--- config.mk ---
export PLATFORM = sky130hd
export DESIGN_NAME = swc_ingress_packer_flat
export DESIGN_NICKNAME = d
export VERILOG_FILES = /design/src/rtl/swc_pkg.sv /design/src/rtl/swc_ingress_packer_if.sv /design/src/rtl/swc_stat_cnt.sv /design/src/rtl/swc_ingress_packer.sv /design/src/flat_wrapper.sv
export SDC_FILE = /design/constraint.sdc
export NUM_CORES = 1
export LEC_CHECK = 0
export CORE_ASPECT_RATIO = 0.6
export CORE_MARGIN = 2
export CORE_UTILIZATION = 35
export DETAILED_ROUTE_END_ITERATION = 7
export PLACE_DENSITY = 0.55
export SYNTH_ARGS = -nofsm -noshare
export SYNTH_HDL_FRONTEND = slang
export SYNTH_SLANG_ARGS = --single-unit
--- constraint.sdc ---
create_clock -name clk -period 6.1 [get_ports clk]
set_input_delay 1.22 -clock clk [delete_from_list [all_inputs] [get_ports clk]]
set_output_delay 1.22 -clock clk [all_outputs]
set_load 0.01 [all_outputs]
--- src/rtl/swc_pkg.sv ---
//==============================================================================
// Module      : swc_pkg
// Description : Shared types, ptr field layout and helpers for the ingress packer.
// Revision    : 1.0 - initial release
//==============================================================================
`default_nettype none

package swc_pkg;

    localparam int PTR_PORTMAP_HI = 11;
    localparam int PTR_PORTMAP_LO = 8;
    localparam int PTR_WCNT_HI    = 7;
    localparam int PTR_WCNT_LO    = 0;
    localparam int CELL_WORDS     = 4;
    localparam int LANES          = 16;

    typedef enum logic [1:0] {
        ST_IDLE    = 2'd0,
        ST_PACK    = 2'd1,
        ST_DISCARD = 2'd2
    } state_t;

    // One pending switch-core write: optional data word and optional descriptor.
    typedef struct packed {
        logic         dvld;
        logic [127:0] data;
        logic         pvld;
        logic [15:0]  ptr;
    } wr_item_t;

    function automatic logic [15:0] make_ptr(input logic [3:0] portmap,
                                             input logic [7:0] wcnt);
        logic [15:0] p;
        p = '0;
        p[PTR_PORTMAP_HI:PTR_PORTMAP_LO] = portmap;
        p[PTR_WCNT_HI:PTR_WCNT_LO]       = wcnt;
        return p;
    endfunction

    function automatic logic [127:0] lane_put(input logic [127:0] word,
                                              input logic [3:0]   idx,
                                              input logic [7:0]   b);
        logic [127:0] w;
        w = word;
        for (int k = 0; k < LANES; k++) begin
            if (idx == 4'(k)) begin
                w[127-8*k -: 8] = b;
            end
        end
        return w;
    endfunction

endpackage

`default_nettype wire

--- src/rtl/swc_ingress_packer_if.sv ---
//==============================================================================
// Module      : swc_ingress_packer_if
// Description : Byte-stream ingress, switch-core write and statistics bundle.
// Revision    : 1.0 - initial release
//==============================================================================
`default_nettype none

interface swc_ingress_packer_if;

    logic [7:0]   in_data;
    logic         in_valid;
    logic         in_sop;
    logic         in_eop;
    logic [3:0]   in_portmap;
    logic [127:0] cell_data_din;
    logic         cell_data_wr;
    logic [15:0]  cell_ptr_din;
    logic         cell_ptr_wr;
    logic         cell_bp;
    logic [15:0]  stat_frame_cnt;
    logic [15:0]  stat_drop_cnt;
    logic [15:0]  stat_trunc_cnt;
    logic [15:0]  stat_err_cnt;

    // Stream source / switch-core side
    modport master (
        output in_data, in_valid, in_sop, in_eop, in_portmap, cell_bp,
        input  cell_data_din, cell_data_wr, cell_ptr_din, cell_ptr_wr,
        input  stat_frame_cnt, stat_drop_cnt, stat_trunc_cnt, stat_err_cnt
    );

    // Packer side
    modport slave (
        input  in_data, in_valid, in_sop, in_eop, in_portmap, cell_bp,
        output cell_data_din, cell_data_wr, cell_ptr_din, cell_ptr_wr,
        output stat_frame_cnt, stat_drop_cnt, stat_trunc_cnt, stat_err_cnt
    );

endinterface

`default_nettype wire

--- src/rtl/swc_stat_cnt.sv ---
//==============================================================================
// Module      : swc_stat_cnt
// Description : 16-bit event counter that saturates at 16'hFFFF.
// Revision    : 1.0 - initial release
//==============================================================================
`default_nettype none

module swc_stat_cnt (
    input  wire logic        clk,
    input  wire logic        rst,
    input  wire logic        inc_i,
    output logic [15:0]      cnt_o
);

    logic [15:0] cnt_q;

    always_ff @(posedge clk) begin
        if (rst) begin
            cnt_q <= '0;
        end else if (inc_i && (cnt_q != 16'hFFFF)) begin
            cnt_q <= cnt_q + 16'd1;
        end
    end

    assign cnt_o = cnt_q;

endmodule

`default_nettype wire

--- src/rtl/swc_ingress_packer.sv ---
//==============================================================================
// Module      : swc_ingress_packer
// Description : Packs a byte stream into 128-bit cell words plus a frame descriptor.
// Revision    : 1.0 - initial release
//==============================================================================
`default_nettype none

module swc_ingress_packer
    import swc_pkg::*;
#(
    parameter int MAX_WORDS = 96
) (
    input  wire logic           clk,
    input  wire logic           rst,
    swc_ingress_packer_if.slave bus
);

    localparam logic [7:0] c_max_words = 8'(MAX_WORDS);

    state_t       state_q, state_d;
    logic [3:0]   portmap_q, portmap_d;
    logic [3:0]   byte_idx_q, byte_idx_d;
    logic [7:0]   wcnt_q, wcnt_d;
    logic [127:0] word_q, word_d;
    logic         trunc_q, trunc_d;
    wr_item_t     pend_q, pend_d;
    wr_item_t     out_q, out_d;

    wr_item_t     w_close;
    wr_item_t     w_word_wr;
    logic [127:0] w_packed;
    logic         w_sop;
    logic         w_sop_ok;
    logic         w_close_vld;
    logic         w_word_vld;
    logic         w_pend_vld;
    logic         w_err_inc;
    logic         w_drop_inc;
    logic         w_trunc_inc;

    assign w_sop    = bus.in_valid & bus.in_sop;
    assign w_sop_ok = w_sop & ~bus.cell_bp & (bus.in_portmap != 4'd0);
    assign w_packed = lane_put(word_q, byte_idx_q, bus.in_data);

    always_comb begin
        state_d     = state_q;
        portmap_d   = portmap_q;
        byte_idx_d  = byte_idx_q;
        wcnt_d      = wcnt_q;
        word_d      = word_q;
        trunc_d     = trunc_q;
        w_close     = '0;
        w_word_wr   = '0;
        w_err_inc   = 1'b0;
        w_drop_inc  = 1'b0;
        w_trunc_inc = 1'b0;

        if (w_sop) begin
            // An sop while a frame is open closes it as if eop had been seen
            if (state_q == ST_PACK) begin
                w_close.dvld = (byte_idx_q != 4'd0);
                w_close.data = word_q;
                w_close.pvld = 1'b1;
                w_close.ptr  = make_ptr(portmap_q,
                                        (byte_idx_q != 4'd0) ? wcnt_q + 8'd1 : wcnt_q);
            end
            w_err_inc  = (state_q != ST_IDLE);
            word_d     = '0;
            byte_idx_d = '0;
            wcnt_d     = '0;
            trunc_d    = 1'b0;
            if (w_sop_ok) begin
                if (bus.in_eop) begin
                    w_word_wr.dvld = 1'b1;
                    w_word_wr.data = {bus.in_data, 120'd0};
                    w_word_wr.pvld = 1'b1;
                    w_word_wr.ptr  = make_ptr(bus.in_portmap, 8'd1);
                    state_d        = ST_IDLE;
                end else begin
                    state_d    = ST_PACK;
                    portmap_d  = bus.in_portmap;
                    word_d     = {bus.in_data, 120'd0};
                    byte_idx_d = 4'd1;
                end
            end else begin
                w_drop_inc = 1'b1;
                state_d    = bus.in_eop ? ST_IDLE : ST_DISCARD;
            end
        end else if (bus.in_valid) begin
            case (state_q)
                ST_IDLE: begin
                    w_err_inc = 1'b1;
                end
                ST_DISCARD: begin
                    if (bus.in_eop) begin
                        state_d = ST_IDLE;
                    end
                end
                ST_PACK: begin
                    if (wcnt_q == c_max_words) begin
                        if (!trunc_q) begin
                            w_trunc_inc = 1'b1;
                            trunc_d     = 1'b1;
                        end
                        if (bus.in_eop) begin
                            w_word_wr.pvld = 1'b1;
                            w_word_wr.ptr  = make_ptr(portmap_q, wcnt_q);
                        end
                    end else if ((byte_idx_q == 4'd15) || bus.in_eop) begin
                        w_word_wr.dvld = 1'b1;
                        w_word_wr.data = w_packed;
                        w_word_wr.pvld = bus.in_eop;
                        w_word_wr.ptr  = bus.in_eop ? make_ptr(portmap_q, wcnt_q + 8'd1) : 16'd0;
                        word_d         = '0;
                        byte_idx_d     = '0;
                        wcnt_d         = wcnt_q + 8'd1;
                    end else begin
                        word_d     = w_packed;
                        byte_idx_d = byte_idx_q + 4'd1;
                    end
                    if (bus.in_eop) begin
                        state_d    = ST_IDLE;
                        word_d     = '0;
                        byte_idx_d = '0;
                        wcnt_d     = '0;
                        trunc_d    = 1'b0;
                    end
                end
                default: begin
                    state_d = ST_IDLE;
                end
            endcase
        end
    end

    // A closing frame and a new single-byte frame can land in the same cycle;
    // the second write is parked one cycle in pend_q to keep the port single-issue.
    assign w_close_vld = w_close.dvld | w_close.pvld;
    assign w_word_vld  = w_word_wr.dvld | w_word_wr.pvld;
    assign w_pend_vld  = pend_q.dvld | pend_q.pvld;

    always_comb begin
        out_d  = '0;
        pend_d = '0;
        if (w_pend_vld) begin
            out_d  = pend_q;
            pend_d = w_word_wr;
        end else if (w_close_vld && w_word_vld) begin
            out_d  = w_close;
            pend_d = w_word_wr;
        end else if (w_close_vld) begin
            out_d  = w_close;
        end else begin
            out_d  = w_word_wr;
        end
    end

    always_ff @(posedge clk) begin
        if (rst) begin
            state_q    <= ST_IDLE;
            portmap_q  <= '0;
            byte_idx_q <= '0;
            wcnt_q     <= '0;
            word_q     <= '0;
            trunc_q    <= 1'b0;
            pend_q     <= '0;
            out_q      <= '0;
        end else begin
            state_q    <= state_d;
            portmap_q  <= portmap_d;
            byte_idx_q <= byte_idx_d;
            wcnt_q     <= wcnt_d;
            word_q     <= word_d;
            trunc_q    <= trunc_d;
            pend_q     <= pend_d;
            out_q      <= out_d;
        end
    end

    assign bus.cell_data_wr  = out_q.dvld;
    assign bus.cell_data_din = out_q.data;
    assign bus.cell_ptr_wr   = out_q.pvld;
    assign bus.cell_ptr_din  = out_q.ptr;

    // Frames are counted as their descriptor is issued
    swc_stat_cnt u_frame_cnt (
        .clk   (clk),
        .rst   (rst),
        .inc_i (out_d.pvld),
        .cnt_o (bus.stat_frame_cnt)
    );

    swc_stat_cnt u_drop_cnt (
        .clk   (clk),
        .rst   (rst),
        .inc_i (w_drop_inc),
        .cnt_o (bus.stat_drop_cnt)
    );

    swc_stat_cnt u_trunc_cnt (
        .clk   (clk),
        .rst   (rst),
        .inc_i (w_trunc_inc),
        .cnt_o (bus.stat_trunc_cnt)
    );

    swc_stat_cnt u_err_cnt (
        .clk   (clk),
        .rst   (rst),
        .inc_i (w_err_inc),
        .cnt_o (bus.stat_err_cnt)
    );

endmodule

`default_nettype wire

--- src/flat_wrapper.sv ---
// flat-port wrapper written by rule: the top's interface ports become plain ports
module swc_ingress_packer_flat import swc_pkg::*;
#(
    parameter int MAX_WORDS = 96
)
  (clk, rst, bus_in_data, bus_in_valid, bus_in_sop, bus_in_eop, bus_in_portmap, bus_cell_bp, bus_cell_data_din, bus_cell_data_wr, bus_cell_ptr_din, bus_cell_ptr_wr, bus_stat_frame_cnt, bus_stat_drop_cnt, bus_stat_trunc_cnt, bus_stat_err_cnt);
  swc_ingress_packer_if bus_i ();
  input  wire logic clk;
  input  wire logic rst;
  input wire logic [$bits(bus_i.in_data)-1:0] bus_in_data;
  input wire logic [$bits(bus_i.in_valid)-1:0] bus_in_valid;
  input wire logic [$bits(bus_i.in_sop)-1:0] bus_in_sop;
  input wire logic [$bits(bus_i.in_eop)-1:0] bus_in_eop;
  input wire logic [$bits(bus_i.in_portmap)-1:0] bus_in_portmap;
  input wire logic [$bits(bus_i.cell_bp)-1:0] bus_cell_bp;
  output wire logic [$bits(bus_i.cell_data_din)-1:0] bus_cell_data_din;
  output wire logic [$bits(bus_i.cell_data_wr)-1:0] bus_cell_data_wr;
  output wire logic [$bits(bus_i.cell_ptr_din)-1:0] bus_cell_ptr_din;
  output wire logic [$bits(bus_i.cell_ptr_wr)-1:0] bus_cell_ptr_wr;
  output wire logic [$bits(bus_i.stat_frame_cnt)-1:0] bus_stat_frame_cnt;
  output wire logic [$bits(bus_i.stat_drop_cnt)-1:0] bus_stat_drop_cnt;
  output wire logic [$bits(bus_i.stat_trunc_cnt)-1:0] bus_stat_trunc_cnt;
  output wire logic [$bits(bus_i.stat_err_cnt)-1:0] bus_stat_err_cnt;
  assign bus_i.in_data = bus_in_data;
  assign bus_i.in_valid = bus_in_valid;
  assign bus_i.in_sop = bus_in_sop;
  assign bus_i.in_eop = bus_in_eop;
  assign bus_i.in_portmap = bus_in_portmap;
  assign bus_i.cell_bp = bus_cell_bp;
  assign bus_cell_data_din = bus_i.cell_data_din;
  assign bus_cell_data_wr = bus_i.cell_data_wr;
  assign bus_cell_ptr_din = bus_i.cell_ptr_din;
  assign bus_cell_ptr_wr = bus_i.cell_ptr_wr;
  assign bus_stat_frame_cnt = bus_i.stat_frame_cnt;
  assign bus_stat_drop_cnt = bus_i.stat_drop_cnt;
  assign bus_stat_trunc_cnt = bus_i.stat_trunc_cnt;
  assign bus_stat_err_cnt = bus_i.stat_err_cnt;
  swc_ingress_packer #(.MAX_WORDS(MAX_WORDS)) u_core (.clk(clk), .rst(rst), .bus(bus_i));
endmodule
==> metrics <==
outcome=completed; final slew viol count=0; unrepaired setup endpoints after global routing=no; Worst slew margin=16.6%; commonest non-fill, non-tap cells in the layout=dfxtp_1 (495), nor2_1 (320), nand2_1 (310); vias in the first global route=16800; slowest CP cell=buf_4; number of buffers created by CTS=48; Startpoint Class=input pin; root buffer cell=clkbuf_16; worst path cell trace=clkdlybuf4s50_1 > and3_1 > nor2_1 > or3_4 > buf_4 > a21oi_1; GP Congestion=0.819; Setup TNS=0 ps; Max Cap Violations=0; Fin. Hold Viols=0; core area=0.0561 mm²; r2r worst-path depth=7; post-cts resize count=0; peak supply drop=155 µV; clock sinks=495; Ports=228; Worst Hold Class=register to register; Initial Utilization=35.6%; Die Area=0.0590 mm²; largest net degree at the start of global routing=140; global-route wire length before repair=98400 µm; DR pass1 iterations=6; setup violators final=0; post-synthesis sequential area ratio=49.7%; Crit Path Category=input pin to register; Crit. End Element=register; antenna violations before repair=0; via count=17600; Routed WL=63600 µm; HPWL after DPL=39300 µm; FF+latch count, synth=495; Top FF cell, synth=dfxtp_1; YS warnings=0; I/O Buffers=223; Nets=2420; hold buffer count at cts=0; crit path to=u_core.pend_q[60]; CP Data Required Time=6510 ps; # diodes=0; GRT overflow=0; drt wl/cell=20.0 µm; width of the chip=312 µm; drt drc=0; Fin Hold WS=433 ps; Mapped Cells=2284; share of cells above drive strength 1=6.84%; EDFF count, synth=0; Mapped Avg Cell Area=8.73 µm²; Layout Area Growth over Synthesis=21.3%; Worst Setup SP=bus_in_valid; Pleak=7.85 nW; FFs w/ async S/R, synth=0%; clk buf depth=3; row count=67; Vias per Instance=5.53; max frequency=238 MHz; commonest non-fill, non-tap cell in the layout=dfxtp_1; worst-path maximum fanout=68; fillers=5417; worst reg2reg path endpoint=u_core.bus.cell_data_din[119]; Synth cell types=66; worst-case clock skew=28.3 ps; reg2reg start=u_core.byte_idx_q[1]; initial DRC count=1572; total track usage=20.8%; crit share post-route=68.9%; worst-skew pair later-pin latency=580 ps; # H-tree levels=2; CP arrival=4610 ps; Die Height=189 µm; Slew @ Worst Pin=1250 ps; Final min period=4200 ps; r2r setup slk=2050 ps; Post-CTS Setup Bufs=0; number of routed nets with antenna violations=0; Worst path max stage delay=810 ps; Power Density=273 mW/mm²; CTS tree=built; Post-Synthesis Cell Area=0.0199 mm²; Worst-path clk slew=60 ps
-- critical path, delay by kind of cell --
family | cells | cell delay, ps
AND/OR/NAND/NOR | 3 | 1710
buffers and inverters | 2 | 1510
AO/OA/AOI/OAI | 1 | 110
-- per-stage QoR --
stage	area (µm²)	power (mW)	worst slack (ps)	std cells	util (%)
floorplan	20000	3.44	3200	2287	-
global placement	22500	3.52	1470	3099	40.1
detailed placement	22500	3.52	1420	3099	40.1
CTS	24200	6.66	1990	3185	43.1
global route	24200	6.80	1740	3185	43.1
finish	24200	6.60	1900	3185	43.1
-- logic make-up after synthesis --
group	count (synthesis)	synth area share, %
DFF	495	49.7
muxes	125	6.30
buffers and inverters	211	4.40
AOI/OAI and AO/OA	441	15.4
xor gates and xnor gates	46	2.02
other	1	0.0188
adders and majority gates	12	0.753
and+or+nand+nor	953	21.4
-- routing by layer --
metal | wire length, µm | vias up | GRT usage, %
met5 | 0 | - | 0
met4 | 1200 | 0 | 4.88
met3 | 4320 | 85 | 3.35
met2 | 27600 | 636 | 31.5
met1 | 30500 | 8663 | 30.7
li1 | - | 8231 | -
-- worst min-delay path by stage --
| stage | from | to | slack [ps] | cells past startpoint |
|---|---|---|---|---|
| 2_1_floorplan | u_core.pend_q[3] | u_core.bus.cell_ptr_din[3] | 400 | 2 |
| 6_report | u_core.pend_q[3] | u_core.bus.cell_ptr_din[3] | 430 | 2 |
| 5_1_grt | u_core.pend_q[3] | u_core.bus.cell_ptr_din[3] | 470 | 2 |
| 3_3_place_gp | u_core.pend_q[3] | u_core.bus.cell_ptr_din[3] | 430 | 2 |
| 3_5_place_dp | u_core.pend_q[3] | u_core.bus.cell_ptr_din[3] | 420 | 2 |
| 4_1_cts | u_core.pend_q[3] | u_core.bus.cell_ptr_din[3] | 440 | 2 |
-- Yosys cell counts (all sizes together) (4+ instances only) --
cell     instances  share of area [%]
a2111oi          5               0.22
mux2             4               0.23
nand4           15               0.47
dfxtp          495                 50
mux2i          121                6.1
nor4b            4               0.18
o21ai           40                1.0
nand2          312                5.9
o31ai           20                1.0
nor2           322                6.1
ha              12               0.75
and4             4               0.18
nor4             7               0.31
a22oi            5               0.19
a221oi         124                5.4
a21oi          190                5.1
buf             52                1.4
a22o             9               0.40
inv             16               0.30
clkbuf         143                2.7
o211ai           7               0.26
and2            16               0.51
or3             24               0.75
xnor2           30                1.3
or4             11               0.41
xor2            16               0.70
nor2b            7               0.22
and3            34                1.1
a211oi          12               0.45
a311oi           9               0.40
nor3           150                3.8
nand3           32               0.80
-- cell type report --
class                           count  area [µm²]  share of cell area (%)
Multi-Input combinational cell   1581        9200                    38.1
Clock inverter                      9         134                   0.554
Inverter                           16        60.1                   0.248
Sequential cell                   495        9910                    41.0
Clock buffer                       77        1540                    6.38
Timing Repair Buffer              248        2380                    9.85
Tap cell                          759         950                    3.93
-- state kept, by name, indices dropped and copies added (netlist names) --
register and cells:
u_core.pend_q 142, u_core.bus.cell_data_din 128, u_core.word_q 128, u_core.u_drop_cnt.cnt_o 16, u_core.u_err_cnt.cnt_o 16, u_core.u_frame_cnt.cnt_o 16
u_core.u_trunc_cnt.cnt_o 16, u_core.bus.cell_ptr_din 12, u_core.wcnt_q 8, u_core.byte_idx_q 4, u_core.portmap_q 4, u_core.state_q 2
u_core.bus.cell_data_wr 1, u_core.bus.cell_ptr_wr 1, u_core.trunc_q 1
-- power breakdown --
part	switching, mW	leakage [nW]	internal [mW]
Sequential	0.00669	3.99	3.24
Combinational	0.159	3.04	0.0453
Clock	1.30	0.827	1.85
Total	1.46	7.85	5.14
No activity file was read; power rests on OpenSTA's default activity.
